`src/rtl/aes_pkg.sv`:
```
// Shared Rijndael state geometry: legal block widths, per-row shift offsets, byte positions.
// Latency: n/a (constants and constant functions only).
// Backpressure: n/a.
package aes_pkg;

    localparam int NB_LEGAL_CNT = 3;
    localparam logic [NB_LEGAL_CNT-1:0][7:0] NB_LEGAL = {8'd4, 8'd6, 8'd8};

    function automatic bit nb_is_legal(input int nb);
        for (int i = 0; i < NB_LEGAL_CNT; i++) begin
            if (int'(NB_LEGAL[i]) == nb) return 1'b1;
        end
        return 1'b0;
    endfunction

    // 256-bit blocks use the wider 1/3/4 offsets; 128- and 192-bit blocks use 1/2/3.
    function automatic int shift_offset(input int nb, input int r);
        if (r == 0) return 0;
        if (nb == 8 && r >= 2) return r + 1;
        return r;
    endfunction

    // Byte (c, r) is byte index 4c+r, packed MSB-first across the state vector.
    function automatic int byte_lsb(input int nb, input int c, input int r);
        return 32 * nb - 8 - 8 * (4 * c + r);
    endfunction

endpackage

```
`src/rtl/shift_rows_perm.sv`:
```
// Combinational ShiftRows / InvShiftRows byte permutation, selected by inv.
// Latency: 0 cycles (pure wiring plus a 2:1 mux per byte).
// Backpressure: none; no state.
module shift_rows_perm
    import aes_pkg::*;
#(
    parameter int NB = 4
) (
    input  logic             inv,
    input  logic [32*NB-1:0] state,
    output logic [32*NB-1:0] shifted
);

    for (genvar c = 0; c < NB; c++) begin : g_col
        for (genvar r = 0; r < 4; r++) begin : g_row
            localparam int S   = shift_offset(NB, r);
            localparam int FWD = (c + S) % NB;
            localparam int BWD = (c - S + NB) % NB;

            assign shifted[byte_lsb(NB, c, r) +: 8] = inv ? state[byte_lsb(NB, BWD, r) +: 8]
                                                          : state[byte_lsb(NB, FWD, r) +: 8];
        end
    end

endmodule

```
`src/rtl/shift_rows_stream.sv`:
```
// Pipelined ShiftRows/InvShiftRows with tag + mode sideband; SHIFT_ROWS_STREAM_IN_REG_EN adds an input register.
// Latency: 1 cycle (2 with SHIFT_ROWS_STREAM_IN_REG_EN).
// Backpressure: output reg + 1-entry skid; in_ready is a flop, low only when the skid (and input reg) is full.
module shift_rows_stream
    import aes_pkg::*;
#(
    parameter int NB    = 4,
    parameter int TAG_W = 4
) (
    input  logic             clk,
    input  logic             rst,
    input  logic             in_valid,
    output logic             in_ready,
    input  logic             in_inv,
    input  logic [TAG_W-1:0] in_tag,
    input  logic [32*NB-1:0] in_state,
    output logic             out_valid,
    input  logic             out_ready,
    output logic [32*NB-1:0] out_state,
    output logic [TAG_W-1:0] out_tag,
    output logic             out_inv
);

    if (!nb_is_legal(NB)) begin : g_bad_nb
        $error("shift_rows_stream: NB must be 4, 6 or 8");
    end
    if (TAG_W < 1) begin : g_bad_tag
        $error("shift_rows_stream: TAG_W must be at least 1");
    end

    typedef struct packed {
        logic             inv;
        logic [TAG_W-1:0] tag;
        logic [32*NB-1:0] state;
    } entry_t;

    typedef enum logic [1:0] {EMPTY, ONE, FULL} occ_t;

    occ_t             occ_q, occ_d;
    entry_t           in_entry, be_dat, perm_entry, out_q, skid_q;
    logic             be_vld, be_rdy, push, pop;
    logic             load_out, load_skid, skid_to_out;
    logic             in_ready_q, in_ready_nxt;
    logic [32*NB-1:0] perm_state;

    assign in_entry = {in_inv, in_tag, in_state};

`ifdef SHIFT_ROWS_STREAM_IN_REG_EN
    entry_t stage_q;
    logic   stage_vld_q, stage_vld_d, in_push;

    assign in_push     = in_valid && in_ready_q;
    assign be_rdy      = (occ_q != FULL);
    assign be_vld      = stage_vld_q;
    assign be_dat      = stage_q;
    assign stage_vld_d = in_push || (stage_vld_q && !be_rdy);
    // Stall only when the input register is stuck behind a full skid next cycle.
    assign in_ready_nxt = !(stage_vld_d && (occ_d == FULL));

    always_ff @(posedge clk) begin
        if (rst) begin
            stage_vld_q <= 1'b0;
            stage_q     <= '0;
        end else begin
            stage_vld_q <= stage_vld_d;
            if (in_push) stage_q <= in_entry;
        end
    end
`else
    assign be_vld       = in_valid;
    assign be_dat       = in_entry;
    assign be_rdy       = in_ready_q;
    assign in_ready_nxt = (occ_d != FULL);
`endif

    shift_rows_perm #(.NB(NB)) u_perm (
        .inv     (be_dat.inv),
        .state   (be_dat.state),
        .shifted (perm_state)
    );

    assign perm_entry = {be_dat.inv, be_dat.tag, perm_state};
    assign push       = be_vld && be_rdy;
    assign pop        = out_valid && out_ready;

    always_comb begin
        occ_d       = occ_q;
        load_out    = 1'b0;
        load_skid   = 1'b0;
        skid_to_out = 1'b0;
        case (occ_q)
            EMPTY: begin
                if (push) begin
                    occ_d    = ONE;
                    load_out = 1'b1;
                end
            end
            ONE: begin
                if (push && pop) begin
                    load_out = 1'b1;
                end else if (push) begin
                    occ_d     = FULL;
                    load_skid = 1'b1;
                end else if (pop) begin
                    occ_d = EMPTY;
                end
            end
            FULL: begin
                if (pop) begin
                    occ_d       = ONE;
                    skid_to_out = 1'b1;
                end
            end
            default: occ_d = EMPTY;
        endcase
    end

    always_ff @(posedge clk) begin
        if (rst) begin
            occ_q      <= EMPTY;
            in_ready_q <= 1'b1;
            out_q      <= '0;
            skid_q     <= '0;
        end else begin
            occ_q      <= occ_d;
            in_ready_q <= in_ready_nxt;
            if (load_out) out_q <= perm_entry;
            else if (skid_to_out) out_q <= skid_q;
            if (load_skid) skid_q <= perm_entry;
        end
    end

    assign in_ready  = in_ready_q;
    assign out_valid = (occ_q != EMPTY);
    assign out_state = out_q.state;
    assign out_tag   = out_q.tag;
    assign out_inv   = out_q.inv;

endmodule

```
`config.mk`:
```
export PLATFORM = sky130hd
export DESIGN_NAME = shift_rows_stream
export DESIGN_NICKNAME = d
export VERILOG_FILES = /design/src/rtl/aes_pkg.sv /design/src/rtl/shift_rows_perm.sv /design/src/rtl/shift_rows_stream.sv
export SDC_FILE = /design/constraint.sdc
export NUM_CORES = 1
export LEC_CHECK = 0
export CAP_MARGIN = 5
export CORE_MARGIN = 5
export CORE_UTILIZATION = 35
export CTS_CLUSTER_SIZE = 10
export DETAILED_ROUTE_END_ITERATION = 12
export SLEW_MARGIN = 20
export SYNTH_ARGS = -nofsm -noshare
export SYNTH_HDL_FRONTEND = slang
export SYNTH_SLANG_ARGS = --single-unit
```
`constraint.sdc`:
```
create_clock -name clk -period 2.2 [get_ports clk]
set_input_delay 0.33 -clock clk [delete_from_list [all_inputs] [get_ports clk]]
set_output_delay 0.33 -clock clk [all_outputs]
set_load 0.005 [all_outputs]
```
==> flow_metrics.env <==
export IMPL_setup_viol=0
export IMPL_utilization_pct=49.48
export IMPL_fmax_ghz=0.4876
export IMPL_comb_power_share_pct=16.6
export IMPL_grtUsageTotal_pct=18.04
export IMPL_min_period_ps=2051
export IMPL_ant_nets=0
export IMPL_grt_pass1_wl_microns=53810
export IMPL_cp_max_fo=12
export IMPL_cts_root_buf="clkbuf_16"
export IMPL_slowest_stage="clkdlybuf4s50_1"
export IMPL_rows=64
export IMPL_cp_buffers_inverters=1
export IMPL_finalCritPeriodShare_pct=93.23
export IMPL_wl_microns=32930
export IMPL_start_util_pct=35.52
export IMPL_cp_top_family="buffers and inverters"
export IMPL_slowest_delay_ps=450
export IMPL_path_clk_slew_ps=50
export IMPL_synth_mux_area_share_pct=7.971
export IMPL_final_setup_skew_ps=11.62
export IMPL_drc=0
export IMPL_cts_setup_buffers=0
export IMPL_place_hpwl_microns=22270
export IMPL_crit_type="register to primary output"
export IMPL_synth_top_area_cell="dfxtp_1"
export IMPL_holdCritPathClass="primary input to register"
export IMPL_synth_top_family_by_area="compound AO/OA/AOI/OAI gates"
export IMPL_synth_fa_ha_area_share_pct=0
export IMPL_cts_max_level=1
export IMPL_diodes=0
export IMPL_ys_ff_latch=269
export IMPL_p_clk_share_pct=37.7
export IMPL_p_switching_mw=2.931
export IMPL_cts_hold_buf=0
export IMPL_hold_violations=0
export IMPL_drt_iter0_drc=763
export IMPL_firstDrtPassIters=5
export IMPL_port_buffers=271
export IMPL_vias=9964
export IMPL_die_h_microns=186.4
export IMPL_cts_buffers=31
export IMPL_drv_slew=0
export IMPL_power_density_nw_per_um2=778.0
export IMPL_dieArea_sq_um=34750
export IMPL_outcome="finished, final reports clean"
export IMPL_wl_per_cell_microns=17.13
export IMPL_cts_tree="yes"
export IMPL_drv_cap=0
export IMPL_ys_top_cells_by_area="dfxtp_1 49%, nand2_1 9.9%, a21oi_1 7.9%"
export IMPL_yosysMostFrequentCell="nand2_1"
export IMPL_yosysWarningCount=0
export IMPL_cts_resized=1
export IMPL_postSynthNetCount=1417
export IMPL_area_delta_synth_final_pct=39.29
export IMPL_p_leak_nw=5.522
export IMPL_grt_ovfl_total=0
export IMPL_place_congestion=0.7635
export IMPL_ys_top_cells_by_count="286 x nand2_1, 269 x dfxtp_1, 171 x a21oi_1, 143 x nor2_1, 113 x a211oi_1"
export IMPL_slew_headroom_pct=56.50
export IMPL_min_to="skid_q[132]"
export IMPL_p_int_mw=8.875
export IMPL_crit_chain="or2_2, clkdlybuf4s50_1"
export IMPL_drive_gt1_share_pct=7.339
export IMPL_grt_max_degree=89
export IMPL_die_x_microns=186.4
export IMPL_setup_worst_path_end_class="primary output"
export IMPL_avgSynthCellArea_sq_um=8.511
export IMPL_r2r_end="out_state[58]"
export IMPL_synthFlopType="dfxtp_1"
export IMPL_tightest_slew_ps=652.6
export IMPL_synth_simple_gate_area_share_pct=15.60
export IMPL_hold_start="in_inv"
export IMPL_placed_cells=1883
export IMPL_cp_arrival_ps=1720
export IMPL_nets=1657
export IMPL_antenna_found_initial=0
export IMPL_switching_share_pct=24.83
export IMPL_seq_power_share_pct=45.7
export IMPL_syn_inst=1280
export IMPL_core_area_sq_um=30670
export IMPL_synthDistinctLibCells=28
export IMPL_yosysSeqAreaShare_pct=49.43
export IMPL_rr_startpoint="occ_q[0]"
export IMPL_synth_compound_area_share_pct=21.90
export IMPL_clock_path_buffers=3
export IMPL_async_flop_share_pct=0
export IMPL_grt_pass1_vias=9700
export IMPL_cts_sinks=269
export IMPL_grt_setup_unrepaired="no"
export IMPL_clock_latency_ps=540
export IMPL_io_pins=272
export IMPL_via_per_inst=5.184
export IMPL_synthXorXnorAreaFrac_pct=0
export IMPL_synth_edf_count=0
export IMPL_fillCellCount=2878
export IMPL_whs_path_depth=3
export IMPL_worstPathRequired_ps=1870
export IMPL_start_kind="register"
export IMPL_synth_area_sq_um=10890
export IMPL_yosys_area_top_type_share_pct=49.43
export IMPL_fin_cells=1922
export IMPL_reg2regPathDepth=6
export IMPL_r2r_setup_slack_ps=440
export IMPL_fin_hold_ws_ps=200.2
export IMPL_ir_drop_mv=0.6005
layer usage:
metal	GRT usage, %	wire length (microns)	part of all wire (%)	vias to the layer above
met1	26.17	15620	47	4648
met5	0	0	0	-
li1	-	-	-	4977
met4	3.247	483	1.5	0
met3	4.391	2501	7.6	31
met2	27.63	14330	44	308
worst max-delay path by stage:
stage | startpoint | to | slack (ps) | cells past startpoint
5_1_grt | occ_q[1] | out_valid | 90 | 2
6_report | occ_q[1] | out_valid | 150 | 2
3_5_place_dp | in_valid | out_state[95] | -10 | 7
2_1_floorplan | out_ready | skid_q[120] | 640 | 7
3_3_place_gp | out_ready | skid_q[132] | 70 | 6
4_1_cts | occ_q[1] | out_valid | 110 | 2
registers in the layout, summed over array words and instances (netlist names):
name,flops
skid_q,133
out_tag,4
in_ready,1
out_state,128
out_inv,1
occ_q,2
worst register-to-register path, delay by kind of cell, from the launching register on:
family          cells  cell delay (ps)
simple gates        3              690
compound gates      1              220
flops               1              420
buf+inv             2              320
cell type report:
class	count	area [sq um]	share of cell area, %
Tap cell	396	495.5	3.265
Clock buffer	39	835.8	5.508
Sequential cell	269	5386	35.50
Inverter	1	3.754	0.02474
Timing Repair Buffer	331	3477	22.91
Multi-Input combinational cell	886	4976	32.79
stage by stage:
stage	setup slack [ps]	total power [mW]	area, sq um	TNS (ps)
after global routing	91.66	12.39	15170	0
final	149.0	11.81	15170	0
after CTS	113.9	11.96	15170	0
after detailed placement	-10.92	7.463	14340	-10.92
after global placement	69.28	7.442	14340	0
after floorplan	640.3	6.327	10890	0
cell families (layout without fill, tap and decap cells):
kind of cell / after synthesis / after routing
simple gates: 441 / 441
compound gates: 362 / 362
flops: 269 / 269
buf+inv: 125 / 371
mux: 83 / 83
cells in the final DEF (no fill, tap or decap), drive strengths merged, types with 9 or more instances in the layout:
| cell type | n |
|---|---|
| nand2 | 286 |
| clkdlybuf4s50 | 269 |
| dfxtp | 269 |
| a21oi | 171 |
| nor2 | 143 |
| a211oi | 113 |
| mux2i | 74 |
| buf | 61 |
| a221oi | 54 |
| clkbuf | 40 |
| a311oi | 21 |
| mux2 | 9 |
power by group through the flow:
stage	Clock (mW)	Sequential (mW)	Combinational, mW
2_1_floorplan	0	5.47	0.861
3_3_place_gp	0	5.49	1.95
3_5_place_dp	0	5.49	1.97
4_1_cts	4.59	5.40	1.98
5_1_grt	4.81	5.43	2.14
6_report	4.46	5.39	1.96
(Power assumes the default switching activity.)
